### config.mk
export PLATFORM = sky130hd
export DESIGN_NAME = inv_sbox_layer
export DESIGN_NICKNAME = d
export VERILOG_FILES = /design/src/rtl/inv_sbox_layer_pkg.sv /design/src/rtl/inv_sbox_layer_nibble.sv /design/src/rtl/inv_sbox_layer.sv
export SDC_FILE = /design/constraint.sdc
export NUM_CORES = 1
export LEC_CHECK = 0
export ABC_AREA = 1
export ABC_CLOCK_PERIOD_IN_PS = 2300
export BUFFER_PORTS_ARGS = -buffer_cell sky130_fd_sc_hd__buf_2
export CAP_MARGIN = 25
export CORE_UTILIZATION = 49
export CTS_BUF_LIST = sky130_fd_sc_hd__clkbuf_8
export DETAILED_ROUTE_END_ITERATION = 8
export PLACE_DENSITY = 0.79
export SYNTH_ARGS = -nofsm -noshare
export SYNTH_HDL_FRONTEND = slang
export SYNTH_HIERARCHICAL = 1
export SYNTH_SLANG_ARGS = --single-unit
### constraint.sdc
create_clock -name clk -period 2.3 [get_ports clk]
set_clock_uncertainty 0.1 [all_clocks]
set_input_delay 0.115 -clock clk [delete_from_list [all_inputs] [get_ports clk]]
set_output_delay 0.115 -clock clk [all_outputs]
set_load 0.01 [all_outputs]
### src/rtl/inv_sbox_layer_pkg.sv
// rtl/inv_sbox_layer_pkg.sv - shared constants, FSM encoding and inverse S-box table
package inv_sbox_layer_pkg;

  localparam int STATE_W = 128;
  localparam int ROW_W   = 32;
  localparam int NROWS   = 4;
  localparam int NIB_W   = 4;
  localparam int COL_W   = $clog2(ROW_W);

  typedef enum logic [1:0] {
    IDLE = 2'd0,
    BUSY = 2'd1,
    DONE = 2'd2
  } state_t;

  // Entry i is the inverse image of nibble i; entry 15 sits at the MSB end.
  localparam logic [15:0][NIB_W-1:0] INV_SBOX = {
    4'h3, 4'hc, 4'h9, 4'hf, 4'he, 4'h5, 4'h7, 4'h1,
    4'h6, 4'hb, 4'ha, 4'h8, 4'hd, 4'h4, 4'h2, 4'h0
  };

  function automatic logic [NIB_W-1:0] inv_sb(input logic [NIB_W-1:0] x);
    return INV_SBOX[x];
  endfunction

endpackage

### src/rtl/inv_sbox_layer_nibble.sv
// rtl/inv_sbox_layer_nibble.sv - combinational 4-bit inverse S-box
module inv_sb_nibble
  import inv_sbox_layer_pkg::*;
(
  input  logic [NIB_W-1:0] x,
  output logic [NIB_W-1:0] y
);

  assign y = inv_sb(x);

endmodule

### src/rtl/inv_sbox_layer.sv
// rtl/inv_sbox_layer.sv - column-serial inverse S-box layer over a 128-bit Clyde state
module inv_sbox_layer
  import inv_sbox_layer_pkg::*;
#(
  parameter int NPAR = 4
) (
  input  logic               clk,
  input  logic               rst_n,
  input  logic               in_valid,
  output logic               in_ready,
  input  logic [STATE_W-1:0] in_state,
  output logic               out_valid,
  input  logic               out_ready,
  output logic [STATE_W-1:0] out_state
);

  localparam int NGRP  = ROW_W / NPAR;
  localparam int CNT_W = (NGRP > 1) ? $clog2(NGRP) : 1;
  localparam logic [CNT_W-1:0] CNT_LAST = CNT_W'(NGRP - 1);

  state_t                        state, state_nxt;
  logic [CNT_W-1:0]              cnt;
  logic [NROWS-1:0][ROW_W-1:0]   work;
  logic [NROWS-1:0][ROW_W-1:0]   work_sub;
  logic [COL_W-1:0]              base;
  logic [NPAR-1:0][NIB_W-1:0]    nib_in;
  logic [NPAR-1:0][NIB_W-1:0]    nib_out;
  logic                          last_grp;

  assign last_grp = (cnt == CNT_LAST);
  assign base     = COL_W'(32'(cnt) * NPAR);

  // Gather one column per lane: nibble bit k comes from row k.
  for (genvar g = 0; g < NPAR; g++) begin : g_lane
    logic [COL_W-1:0] col;
    assign col       = base + COL_W'(g);
    assign nib_in[g] = {work[3][col], work[2][col], work[1][col], work[0][col]};

    inv_sb_nibble u_sb (
      .x (nib_in[g]),
      .y (nib_out[g])
    );
  end

  // Scatter back: only the columns of the active group are replaced.
  for (genvar j = 0; j < ROW_W; j++) begin : g_col
    localparam int GRP  = j / NPAR;
    localparam int LANE = j % NPAR;
    for (genvar k = 0; k < NROWS; k++) begin : g_row
      assign work_sub[k][j] = (cnt == CNT_W'(GRP)) ? nib_out[LANE][k] : work[k][j];
    end
  end

  always_ff @(posedge clk or negedge rst_n) begin
    if (!rst_n) begin
      state <= IDLE;
    end else begin
      state <= state_nxt;
    end
  end

  always_comb begin
    state_nxt = state;
    case (state)
      IDLE:    if (in_valid)  state_nxt = BUSY;
      BUSY:    if (last_grp)  state_nxt = DONE;
      DONE:    if (out_ready) state_nxt = IDLE;
      default: state_nxt = IDLE;
    endcase
  end

  always_comb begin
    in_ready  = (state == IDLE);
    out_valid = (state == DONE);
  end

  always_ff @(posedge clk or negedge rst_n) begin
    if (!rst_n) begin
      cnt  <= '0;
      work <= '0;
    end else begin
      case (state)
        IDLE: begin
          if (in_valid) begin
            work <= in_state;
            cnt  <= '0;
          end
        end
        BUSY: begin
          work <= work_sub;
          cnt  <= last_grp ? '0 : cnt + 1'b1;
        end
        default: ;
      endcase
    end
  end

  assign out_state = work;

endmodule

==> results.md <==
- Sum of negative setup slack: -22810 ps
- Cell area after synthesis: 8960 um2
- Die footprint: 18800 um2
- Time the worst path needs with I/O delays and setup: 2750 ps
- Net count, final: 1999
- Number of global-route vias before repair: 10400
- Clock transition at the registers of the reported paths: 90 ps
- Warnings, synthesis: 6
- Routed wire length: 38.7 mm
- Number of enable flip-flop cells after synthesis: 0
- Final weighted congestion in routability-driven placement: 0.958
- Cell with the most instances after synthesis: sky130_fd_sc_hd__nand2_1
- Met1 wire length: 14.0 mm
- Floorplan Core Area: 18000 um2
- Area Overhead vs Synth: 51.8%
- Vertical extent of the die: 137 um
- Slew at the pin closest to its max-slew limit: 687 ps
- Number of levels in the clock H-tree: 4
- Proportion of synthesized flip-flops having asynchronous set or reset: 100%
- Fraction of final layout cells with drive strength greater than 1: 31.2%
- GR Util All Layers: 37.2%
- Mapped Cells: 1416
- CTS tree: yes
- Number of slew-limit violations in the final report: 0
- Placed inst area: 10900 um2
- Critical path launch point type: flop
- Port-buffer cells: 261
- Unrepaired setup endpoints after global routing: true
- HPWL reported at the end of detailed placement: 22.6 mm
- Met2 Wirelength: 17.0 mm
- Synth area leaders: sky130_fd_sc_hd__dfrtp_1, sky130_fd_sc_hd__nand2_1, sky130_fd_sc_hd__nand3_1
- Post-synthesis sequential element count: 133
- Number of search-and-repair iterations in the first detailed-routing pass: 9
- Amount of wire on met3 after detailed routing: 5.24 mm
- Most used flip-flop cell after synthesis: sky130_fd_sc_hd__dfrtp_1
- Path type of the worst min-delay path: primary input to async pin
- Antenna violations before repair: 2
- Violation count after the first detailed-route iteration: 1689
- Vias per cell: 5.69
- Sequential-to-total area share from yosys stat: 37.2%
- Arrival time reported for the critical path endpoint: 3000 ps
- First-pass GRT wire length: 52.8 mm
- Pin count of the biggest net entering global routing: 69
- Largest buffer count on any clock path: 2
- DRC violation count after routing: 0
- Number of standard-cell rows in the floorplan: 49
- Congestion Overflow GR: 0
- Upper clock frequency limit: 364 MHz
- Violations in the final reports: negative setup slack
- Post-synth top area share: 37.2%
- Number of violations of the max-capacitance limit: 0
- Outcome: complete, but fails checks
- Worst Slack Setup Final: -446 ps
- Final Hold Fails: 0
- Critical path type: flop to flop
- Final design instance area without fill: 13600 um2
- Post-synthesis cell type count: 25
- Worst-skew pair later-pin latency: 480 ps
- Critical Path RT: 2560 ps
- Routed WL per cell: 18.6 um
- Pre-CTS worst setup slack: -194 ps
- Total number of vias: 11800
- Average instance area after synthesis: 6.32 um2
- CP Capture Type: flop
- Post-synth top area cell: sky130_fd_sc_hd__dfrtp_1
- Residual antenna-violating net count after detailed routing: 0
- Effective utilization at floorplan: 49.9%
- Number of CTS-inserted buffers: 17
- DIE WIDTH: 137 um
- Root buffer selected by CTS: sky130_fd_sc_hd__clkbuf_8
- Maximum fanout encountered on the critical timing path: 8
- Number of sinks handled by clock tree synthesis: 133
- Leading post-synthesis cells by instance count: sky130_fd_sc_hd__nand2_1, sky130_fd_sc_hd__nand3_1, sky130_fd_sc_hd__inv_1, sky130_fd_sc_hd__dfrtp_1, sky130_fd_sc_hd__ha_1
- Highest routed layer: met5
- Total I/O pin count: 262
- Number of setup violations in the final report: 128
- Max-Slew Margin vs Limit: 54.2%
- Synth Net Count: 1578
- Final cycle utilization of the critical path: 119%
- Number of filler cells placed in the layout: 1217
==> layout by cell type, fill, tap and decap left out, types with 4 or more instances in the layout <==
cell type	count
sky130_fd_sc_hd__nand2_2	111
sky130_fd_sc_hd__o21ai_0	13
sky130_fd_sc_hd__inv_2	12
sky130_fd_sc_hd__ha_4	11
sky130_fd_sc_hd__clkbuf_16	4
sky130_fd_sc_hd__ha_2	5
sky130_fd_sc_hd__inv_4	6
sky130_fd_sc_hd__buf_4	42
sky130_fd_sc_hd__clkbuf_8	18
sky130_fd_sc_hd__o21ai_1	21
sky130_fd_sc_hd__a21oi_2	4
sky130_fd_sc_hd__nand2_1	650
sky130_fd_sc_hd__buf_6	15
sky130_fd_sc_hd__nand2_8	4
sky130_fd_sc_hd__o21a_1	4
sky130_fd_sc_hd__inv_1	147
sky130_fd_sc_hd__nand3b_1	4
sky130_fd_sc_hd__buf_12	16
sky130_fd_sc_hd__buf_2	260
sky130_fd_sc_hd__dfrtp_1	132
sky130_fd_sc_hd__nand3_2	25
sky130_fd_sc_hd__nand2_4	20
sky130_fd_sc_hd__ha_1	14
sky130_fd_sc_hd__dlygate4sd3_1	130
sky130_fd_sc_hd__nand3_1	152
==> worst paths after layout <==
check / start / endpoint / slack (ps) / cells after the start
min: rst_n / out_state[105] / 90 / 2
min reg2reg: out_state[42] / out_state[42] / 430 / 2
max in group asynchronous: rst_n / out_state[27] / 1310 / 3
min in group clk: in_valid / state[0] / 130 / 3
max reg2reg: cnt[0] / out_state[85] / -450 / 16
max: cnt[0] / out_state[85] / -450 / 16
==> logic make-up after synthesis <==
group | after synthesis | share of synthesized area (%)
AND/OR/NAND/NOR | 971 | 44.8
buffers and inverters | 236 | 11.0
flip-flops | 133 | 37.2
AO/OA/AOI/OAI | 46 | 2.89
adder cells (fa/ha/maj) | 30 | 4.19
==> metrics by stage <==
stage | hold WS, ps | utilization [%] | cells
after global routing | 162 | 75.7 | 2079
after CTS | 120 | 71.3 | 2065
after global placement | 61.9 | 60.5 | 1897
after floorplan | -281 | - | 1416
final | 89.6 | 75.7 | 2079
after detailed placement | 63.7 | 60.5 | 1897
==> per-layer routing <==
metal / GRT usage, % / vias up
met5: 0 / -
met4: 19.8 / 2
met3: 8.76 / 299
met2: 57.0 / 1073
met1: 48.6 / 5303
li1: - / 5149
==> sequential cells by signal (all words and copies together) (netlist names) <==
| register | count |
|---|---|
| cnt | 3 |
| out_state | 128 |
| state | 2 |
==> final cells by class <==
type / count / area (um2) / share of cell area [%]
multi-input cells: 1047 / 5310 / 39.1
repair buffers: 472 / 3610 / 26.6
flip-flops and latches: 133 / 3330 / 24.5
inverters: 166 / 646 / 4.75
well taps: 229 / 287 / 2.11
clock buffers: 18 / 248 / 1.82
clock inverters: 13 / 159 / 1.17
diodes: 1 / 2.50 / 0.0184
==> worst max-delay path, stage by stage (launching register included) <==
cell,delay (ps)
sky130_fd_sc_hd__dfrtp_2,510
sky130_fd_sc_hd__buf_6,170
sky130_fd_sc_hd__clkbuf_16,150
sky130_fd_sc_hd__nand2_1,60
sky130_fd_sc_hd__nand3_1,170
sky130_fd_sc_hd__nand2_1,240
sky130_fd_sc_hd__nand2_1,100
sky130_fd_sc_hd__nand2_2,140
sky130_fd_sc_hd__inv_4,80
sky130_fd_sc_hd__ha_1,190
sky130_fd_sc_hd__nand3b_1,140
sky130_fd_sc_hd__nand2_1,70
sky130_fd_sc_hd__nand2_2,80
sky130_fd_sc_hd__nand2_4,170
sky130_fd_sc_hd__nand2_2,70
sky130_fd_sc_hd__nand2_1,80
sky130_fd_sc_hd__nand2_1,100
==> what timing repair did <==
item,CTS,global route
cloned,3,4
pin swaps,5,60
setup buffers,4,10
gates resized for setup,41,187
hold buffers,130,0
endpoints found under the hold margin,191,0
endpoints found under the setup margin,105,128
Power is left out: the tool's default activity adds up to more than one toggle a clock period on the data nets, which glitch-free logic cannot reach.
